==> src/rtl/uart_pkg.sv <==
// Shared definitions for the UART receive path.
//   rx_state_e : receive deframer FSM states
//   wls_e      : word-length-select encodings (00=5 .. 11=8 bits)
//   rx_cfg_t   : frame configuration latched at each start bit
//   WLS_BASE   : data bits encoded by wls=00
//   DATA_W     : widest data word
package uart_pkg;

    localparam int WLS_BASE = 5;
    localparam int DATA_W   = 8;

    typedef enum logic [1:0] {
        WLS_5 = 2'b00,
        WLS_6 = 2'b01,
        WLS_7 = 2'b10,
        WLS_8 = 2'b11
    } wls_e;

    typedef enum logic [2:0] {
        ST_IDLE,
        ST_START,
        ST_DATA,
        ST_PARITY,
        ST_STOP
    } rx_state_e;

    typedef struct packed {
        logic [1:0] wls;
        logic       pen;
        logic       eps;
        logic       sp;
    } rx_cfg_t;

endpackage

==> src/rtl/dff.sv <==
// Generic resettable flop bank.
//   pclk    : clock
//   presetn : asynchronous active-low reset, loads RST_VAL
//   d / q   : W-bit data in / registered data out
module dff #(
    parameter int           W       = 1,
    parameter logic [W-1:0] RST_VAL = '0
) (
    input  logic         pclk,
    input  logic         presetn,
    input  logic [W-1:0] d,
    output logic [W-1:0] q
);

    always_ff @(posedge pclk or negedge presetn) begin
        if (!presetn) q <= RST_VAL;
        else          q <= d;
    end

endmodule

==> src/rtl/uart_rx_sync.sv <==
// Metastability synchronizer for the asynchronous rxd line, with an
// optional 3-sample majority filter, and falling-edge detection.
//   Build macro UART_RX_MAJORITY_EN: when defined, rxd_s is the majority of
//   three flops behind the synchronizer (rejects 1-pclk glitches, +2 cycles
//   latency); otherwise rxd_s is the synchronizer output.
//   pclk, presetn : clock, async active-low reset (all flops preset to 1)
//   rxd           : raw serial input, idle high
//   rxd_s         : synchronized (filtered) line level
//   rxd_fall      : rxd_s is 0 and was 1 on the previous cycle
module uart_rx_sync #(
    parameter int SYNC_STAGES = 2
) (
    input  logic pclk,
    input  logic presetn,
    input  logic rxd,
    output logic rxd_s,
    output logic rxd_fall
);

    logic [SYNC_STAGES-1:0] sync_d, sync_q;
    logic                   rxd_sync;
    logic                   rxd_prev_q;

    assign sync_d = {sync_q[SYNC_STAGES-2:0], rxd};

    // Preset to 1 so reset release does not look like a start bit.
    dff #(.W(SYNC_STAGES), .RST_VAL({SYNC_STAGES{1'b1}})) u_sync (
        .pclk    (pclk),
        .presetn (presetn),
        .d       (sync_d),
        .q       (sync_q)
    );

    assign rxd_sync = sync_q[SYNC_STAGES-1];

`ifdef UART_RX_MAJORITY_EN
    logic [2:0] maj_d, maj_q;

    assign maj_d = {maj_q[1:0], rxd_sync};

    dff #(.W(3), .RST_VAL(3'b111)) u_maj (
        .pclk    (pclk),
        .presetn (presetn),
        .d       (maj_d),
        .q       (maj_q)
    );

    assign rxd_s = (maj_q[0] & maj_q[1]) | (maj_q[0] & maj_q[2]) | (maj_q[1] & maj_q[2]);
`else
    assign rxd_s = rxd_sync;
`endif

    dff #(.W(1), .RST_VAL(1'b1)) u_prev (
        .pclk    (pclk),
        .presetn (presetn),
        .d       (rxd_s),
        .q       (rxd_prev_q)
    );

    assign rxd_fall = rxd_prev_q & ~rxd_s;

endmodule

==> src/rtl/uart_rx_deframer.sv <==
// UART receive deframer: turns the serial rxd stream (start, 5-8 data bits
// LSB first, optional parity, stop) into a parallel word plus error flags.
//   Build macro UART_RX_MAJORITY_EN enables the majority filter in uart_rx_sync.
//   pclk, presetn  : clock, async active-low reset
//   rxd            : serial input, idle high
//   sample_edge    : mid-bit pulse from the baud/sample generator
//   wls/pen/eps/sp : word length, parity enable, even parity, stick parity
//   sample_clk_clr : 1-cycle pulse realigning the sample counter on a start bit
//   rx_push        : 1-cycle pulse, rx_data/rx_pe/rx_fe/rx_bi valid (held until next push)
//   rx_busy        : FSM not in IDLE
module uart_rx_deframer
    import uart_pkg::*;
#(
    parameter int SYNC_STAGES = 2
) (
    input  logic              pclk,
    input  logic              presetn,
    input  logic              rxd,
    input  logic              sample_edge,
    input  logic [1:0]        wls,
    input  logic              pen,
    input  logic              eps,
    input  logic              sp,
    output logic              sample_clk_clr,
    output logic              rx_push,
    output logic [DATA_W-1:0] rx_data,
    output logic              rx_pe,
    output logic              rx_fe,
    output logic              rx_bi,
    output logic              rx_busy
);

    logic rxd_s, rxd_fall;

    uart_rx_sync #(.SYNC_STAGES(SYNC_STAGES)) u_sync (
        .pclk     (pclk),
        .presetn  (presetn),
        .rxd      (rxd),
        .rxd_s    (rxd_s),
        .rxd_fall (rxd_fall)
    );

    rx_state_e         state_q, state_d;
    rx_cfg_t           cfg_q, cfg_d;
    logic [2:0]        bit_cnt_q, bit_cnt_d;
    logic [DATA_W-1:0] shift_q, shift_d;
    logic              par_q, par_d;
    logic              clr_q, clr_d;
    logic              push_q, push_d;
    logic [DATA_W-1:0] data_q, data_d;
    logic              pe_q, pe_d;
    logic              fe_q, fe_d;
    logic              bi_q, bi_d;
    logic              par_exp;

    // Inactive upper bits of shift_q are cleared at frame start, so a
    // whole-word reduction gives the parity of the active bits only.
    assign par_exp = cfg_q.sp  ? ~cfg_q.eps :
                     cfg_q.eps ? ^shift_q   : ~(^shift_q);

    always_comb begin
        state_d   = state_q;
        cfg_d     = cfg_q;
        bit_cnt_d = bit_cnt_q;
        shift_d   = shift_q;
        par_d     = par_q;
        clr_d     = 1'b0;
        push_d    = 1'b0;
        data_d    = data_q;
        pe_d      = pe_q;
        fe_d      = fe_q;
        bi_d      = bi_q;
        case (state_q)
            ST_IDLE: begin
                if (rxd_fall) begin
                    clr_d     = 1'b1;
                    cfg_d     = '{wls: wls, pen: pen, eps: eps, sp: sp};
                    bit_cnt_d = '0;
                    shift_d   = '0;
                    par_d     = 1'b0;
                    state_d   = ST_START;
                end
            end
            ST_START: begin
                // A sample_edge coincident with the counter clear is stale.
                if (sample_edge && !clr_q)
                    state_d = rxd_s ? ST_IDLE : ST_DATA;
            end
            ST_DATA: begin
                if (sample_edge) begin
                    shift_d[bit_cnt_q] = rxd_s;
                    bit_cnt_d          = bit_cnt_q + 3'd1;
                    if (bit_cnt_q == {1'b0, cfg_q.wls} + 3'(WLS_BASE - 1))
                        state_d = cfg_q.pen ? ST_PARITY : ST_STOP;
                end
            end
            ST_PARITY: begin
                if (sample_edge) begin
                    par_d   = rxd_s;
                    state_d = ST_STOP;
                end
            end
            ST_STOP: begin
                if (sample_edge) begin
                    push_d  = 1'b1;
                    data_d  = shift_q;
                    pe_d    = cfg_q.pen & (par_q != par_exp);
                    fe_d    = ~rxd_s;
                    bi_d    = ~rxd_s & (shift_q == '0) & ~(cfg_q.pen & par_q);
                    state_d = ST_IDLE;
                end
            end
            default: state_d = ST_IDLE;
        endcase
    end

    always_ff @(posedge pclk or negedge presetn) begin
        if (!presetn) begin
            state_q   <= ST_IDLE;
            cfg_q     <= '0;
            bit_cnt_q <= '0;
            shift_q   <= '0;
            par_q     <= 1'b0;
            clr_q     <= 1'b0;
            push_q    <= 1'b0;
            data_q    <= '0;
            pe_q      <= 1'b0;
            fe_q      <= 1'b0;
            bi_q      <= 1'b0;
        end else begin
            state_q   <= state_d;
            cfg_q     <= cfg_d;
            bit_cnt_q <= bit_cnt_d;
            shift_q   <= shift_d;
            par_q     <= par_d;
            clr_q     <= clr_d;
            push_q    <= push_d;
            data_q    <= data_d;
            pe_q      <= pe_d;
            fe_q      <= fe_d;
            bi_q      <= bi_d;
        end
    end

    assign sample_clk_clr = clr_q;
    assign rx_push        = push_q;
    assign rx_data        = data_q;
    assign rx_pe          = pe_q;
    assign rx_fe          = fe_q;
    assign rx_bi          = bi_q;
    assign rx_busy        = (state_q != ST_IDLE);

endmodule
==> config.mk <==
export PLATFORM = sky130hd
export DESIGN_NAME = uart_rx_deframer
export DESIGN_NICKNAME = d
export VERILOG_FILES = /design/src/rtl/uart_pkg.sv /design/src/rtl/dff.sv /design/src/rtl/uart_rx_sync.sv /design/src/rtl/uart_rx_deframer.sv
export SDC_FILE = /design/constraint.sdc
export NUM_CORES = 1
export LEC_CHECK = 0
export ABC_CLOCK_PERIOD_IN_PS = 2000
export BUFFER_PORTS_ARGS = -buffer_cell sky130_fd_sc_hd__clkbuf_2
export CAP_MARGIN = 20
export CELL_PAD_IN_SITES_DETAIL_PLACEMENT = 1
export CELL_PAD_IN_SITES_GLOBAL_PLACEMENT = 1
export CORE_MARGIN = 2
export CORE_UTILIZATION = 44
export DETAILED_ROUTE_END_ITERATION = 16
export HOLD_SLACK_MARGIN = 0.05
export PLACE_DENSITY_LB_ADDON = 0.1
export SLEW_MARGIN = 20
export SYNTH_ARGS = -nofsm -noshare
export SYNTH_HDL_FRONTEND = slang
export SYNTH_SLANG_ARGS = --single-unit
==> constraint.sdc <==
create_clock -name pclk -period 2 [get_ports pclk]
set_input_delay 0.2 -clock pclk [delete_from_list [all_inputs] [get_ports pclk]]
set_output_delay 0.2 -clock pclk [all_outputs]
set_load 0.05 [all_outputs]
==> reports/summary.md <==
The number of search-and-repair iterations in the first detailed-routing pass came out at 4. The number of antenna violations at the first check in global routing is 0. Signal routing reaches up to met4. The logs give 0.820 for the routability-driven placement congestion ratio and 0 for the post-cts sizing count. Setup violations remaining at the end of the flow were counted as 0. From synthesis to final layout, the design area changed by 14.3%. The run gives 0.00325 W as the total power draw. The master cell of the clock root buffer is clkbuf_8.

For the number of CTS-inserted buffers, the log shows 5. For this design, the slowest cell found on the critical path is dfrtp_1. In the final routed layout, each cell accounts on average for 15.0 microns. The library cell used most frequently in the layout, excluding fill and tap cells, is nand2_1. Global routing consumed, over all layers together, 19.4% of the routing resources. The period utilization was 85.1%. In the layout the commonest cells are nand2_1 (37), dfrtp_1 (33), clkbuf_2 (22).

Clock-pin slew was measured on the worst setup and hold paths at 0.07 ns. The area of placed instances is 1960 sq um, and the synthesized cell area is 1820 sq um. The number of I/O pins came out at 23. After clock tree synthesis, the flow added hold-fix buffers numbering 2. The total setup buffers inserted after CTS is 0. The tools report the number of slew-limit violations in the final report as 0. Across the VDD grid, the largest voltage drop is 0.575 mV. Summed over its instances, the top area cell type makes up 45.4% of the synthesized netlist area. Adding up every negative setup slack in the final design gives 0 ns. The power density over the cells works out to 1560 nW/um^2. Synthesis produced 180 cells. The via count of the first global-routing pass is 1370. The clock passes through at most 2 buffers. Clock skew on the completed layout was measured at 0.00551 ns.

The total internal power was 0.00182 W; the share of flip-flops with an asynchronous set or reset was 100%. Detailed routing placed a total of 1.90 mm of wire on met2. After detailed routing, the met3 layer carries 116 microns of wire. Across all setup checks in the final design, the least slack found is 0.298 ns. The tool flagged a number of max-cap violations equal to 0. In this design, the stage delay of the slowest critical-path cell is 0.56 ns. Data arrives at the worst endpoint at 1.50 ns. The worst path needs 1.70 ns of the cycle, external delays included.

Measured against its own limit, the worst slew margin works out to 64.6%. The worst setup path is launched from a flip-flop. At the pin with the least slew margin, the transition time is 0.530 ns.

The tools report the wire length the detailed router placed on met1 as 1.78 mm. The class of the most critical hold timing path is primary input to flip-flop. The critical path goes through or3_1, clkbuf_2. The run gives 36 as the total clock sinks.

For the final hold violation count, the log shows 0. For this design the total switching power over the nets is 0.00143 W. The post-route netlist has 24.9% of its cells at a drive strength greater than 1. During placement, the flow inserted port buffers numbering 22. STA classifies the critical path endpoint as an output pin. After synthesis, the netlist uses 47 different library cells. The global route total overflow was 0; the number of violations reported at the end of detailed-routing iteration 0 was 42. The flow ran to the end, and the final reports show no timing, DRC or antenna violations. The detailed-route via count was 1343. Summing all non-filler instances in the final layout gives an area of 2080 sq um. The highest clock rate is 588 MHz.

For the worst setup path, the data required time is 1.80 ns. The die covers 4660 sq um. The count of buffering cells on the critical path with inverters included was 1. The largest net degree at the start of global routing came out at 37. The mean instance size in the synthesized netlist came out at 10.1 sq um.

Routed via count divided by cell count: 5.27. Setup repair after global routing left no endpoint under its margin. The switching portion of total power works out to 43.9%. After detailed routing, the total wire length is 3.82 mm. The register share of total power was 37.9%. The DRC violation count after routing is 0. In this run, the clock network consumes 16.9% of the power.

The critical path class is flip-flop to output pin. The logs give 4000 sq um for the placeable core area and 23 for the floorplan row count. For this run, the leading register cell type out of synthesis is dfrtp_1. Post-synth net total: 194. From bottom edge to top edge, the die measures 68.3 microns. The Yosys step of the flow raised 0 warnings. The top cell family by delay on the critical path is flip-flops.

Sequential cell area fraction in the yosys report: 49.8%. In this run the worst path has a maximum fanout of 15. TritonCTS built the clock tree. The half-perimeter wire length after detailed placement is 2.79 mm, and the clock insertion delay at the later pin of the skew report is 0.28 ns. The logs give 219 for the net count of the finished layout and 0.351 ns for the post-placement worst setup slack. CTS built an H-tree with a depth of 2.

The first global-routing pass estimated 6.56 mm of wire. The run gives 246 as the cell count after placement. The die boundary width came out at 68.3 microns. The repair_antennas step left the layout with diodes totalling 0.

The initial utilization of the core area, before any placement, comes to 45.4%. After the flow finishes, the layout carries non-filler instances totaling 255. Number of enable flip-flop cells after synthesis: 0. Of the total power, combinational logic draws 45.2%. The register bit count reported by yosys is 36. Of all cell types, the one taking the most synthesized area is dfrtp_1. By area the synthesized netlist is led by dfrtp_1 (45%), nand2_1 (7.6%), dfstp_2 (4.3%). The remaining antenna violation count is 0. For this design the static power due to leakage is 0.982 nW.
==> state kept, by name, summed over array words and instances, names as in the netlist, 2 cells and up <==
name and count:
bit_cnt_q 3, shift_q 8, state_q 3, u_sync.u_sync.q 2, rx_data 8, cfg_q 5
==> kinds of logic (layout without fill, tap and decap cells) <==
| logic type | Yosys count | in the layout | synth area share [%] |
|---|---|---|---|
| compound gates | 37 | 37 | 14.0 |
| simple gates | 69 | 69 | 22.0 |
| xor+xnor | 7 | 7 | 3.37 |
| flops | 36 | 36 | 49.8 |
| fa+ha+maj | 5 | 5 | 3.44 |
| buf+inv | 25 | 50 | 6.54 |
| mux | 1 | 1 | 0.826 |
==> through the flow <==
step	utilization [%]	hold WS [ns]
after floorplan	-	-0.0956
after global placement	49.0	0.262
after detailed placement	49.0	0.269
after CTS	52.0	0.104
after global routing	52.0	0.123
final	52.0	0.113
==> area by class of cell <==
type                            count  area [sq um]
Clock buffer                        7          96.3
Fill cell                         464          1920
Inverter                           14          52.6
Multi-Input combinational cell    119           795
Sequential cell                    36           905
Tap cell                           50          62.6
Timing Repair Buffer               29           168
==> worst paths after layout <==
path                       slack (ns)  cells after the start                      endpoint                         start
min in group asynchronous        0.48                      3        state_q[1]$_DFFE_PN0P_                       presetn
hold / removal                   0.11                      3          cfg_q[1]$_DFFE_PN0P_                           eps
setup reg to reg                 0.34                      4             rx_bi$_DFFE_PN0P_        state_q[0]$_DFFE_PN0P_
setup / recovery                 0.30                      2                       rx_busy        state_q[0]$_DFFE_PN0P_
max in group asynchronous        1.17                      3     u_sync.u_prev.q$_DFF_PN1_                       presetn
hold reg to reg                  0.36                      0  u_sync.u_sync.q[1]$_DFF_PN1_  u_sync.u_sync.q[0]$_DFF_PN1_
==> Yosys cell counts (2+ instances only) <==
cell / n
a21o_1: 3
a211oi_1: 2
nor3_1: 3
o211ai_1: 3
buf_4: 4
dfrtp_1: 33
nand2b_1: 3
nand3_1: 4
xnor2_1: 3
clkbuf_1: 4
nor4b_2: 2
o41ai_1: 2
xor2_1: 4
nor2_1: 4
o21ai_0: 15
inv_2: 2
ha_1: 5
or3_1: 3
nand2_1: 37
buf_2: 2
dfstp_2: 3
inv_1: 12
nand4b_1: 3
==> power groups by stage <==
stage | Clock [W] | Sequential (W) | Combinational, W
final | 0.000549 | 0.00123 | 0.00147
after floorplan | 0 | 0.00142 | 0.000979
after CTS | 0.000573 | 0.00124 | 0.00149
after detailed placement | 0 | 0.00125 | 0.00148
after global placement | 0 | 0.00123 | 0.00144
after global routing | 0.000597 | 0.00127 | 0.00164
==> per-layer routing <==
metal	up-vias	GRT usage, %
met5	-	0
met4	0	6.00
li1	673	-
met1	647	24.7
met2	21	32.3
met3	2	4.93
==> worst register-to-register path: cells and delay by family, from the launching register on <==
kind | cells | cell delay, ns
DFF | 1 | 0.56
and+or+nand+nor | 2 | 0.38
AOI/OAI and AO/OA | 1 | 0.36
buffers and inverters | 1 | 0.24
Power figures use the tool's default switching activity.
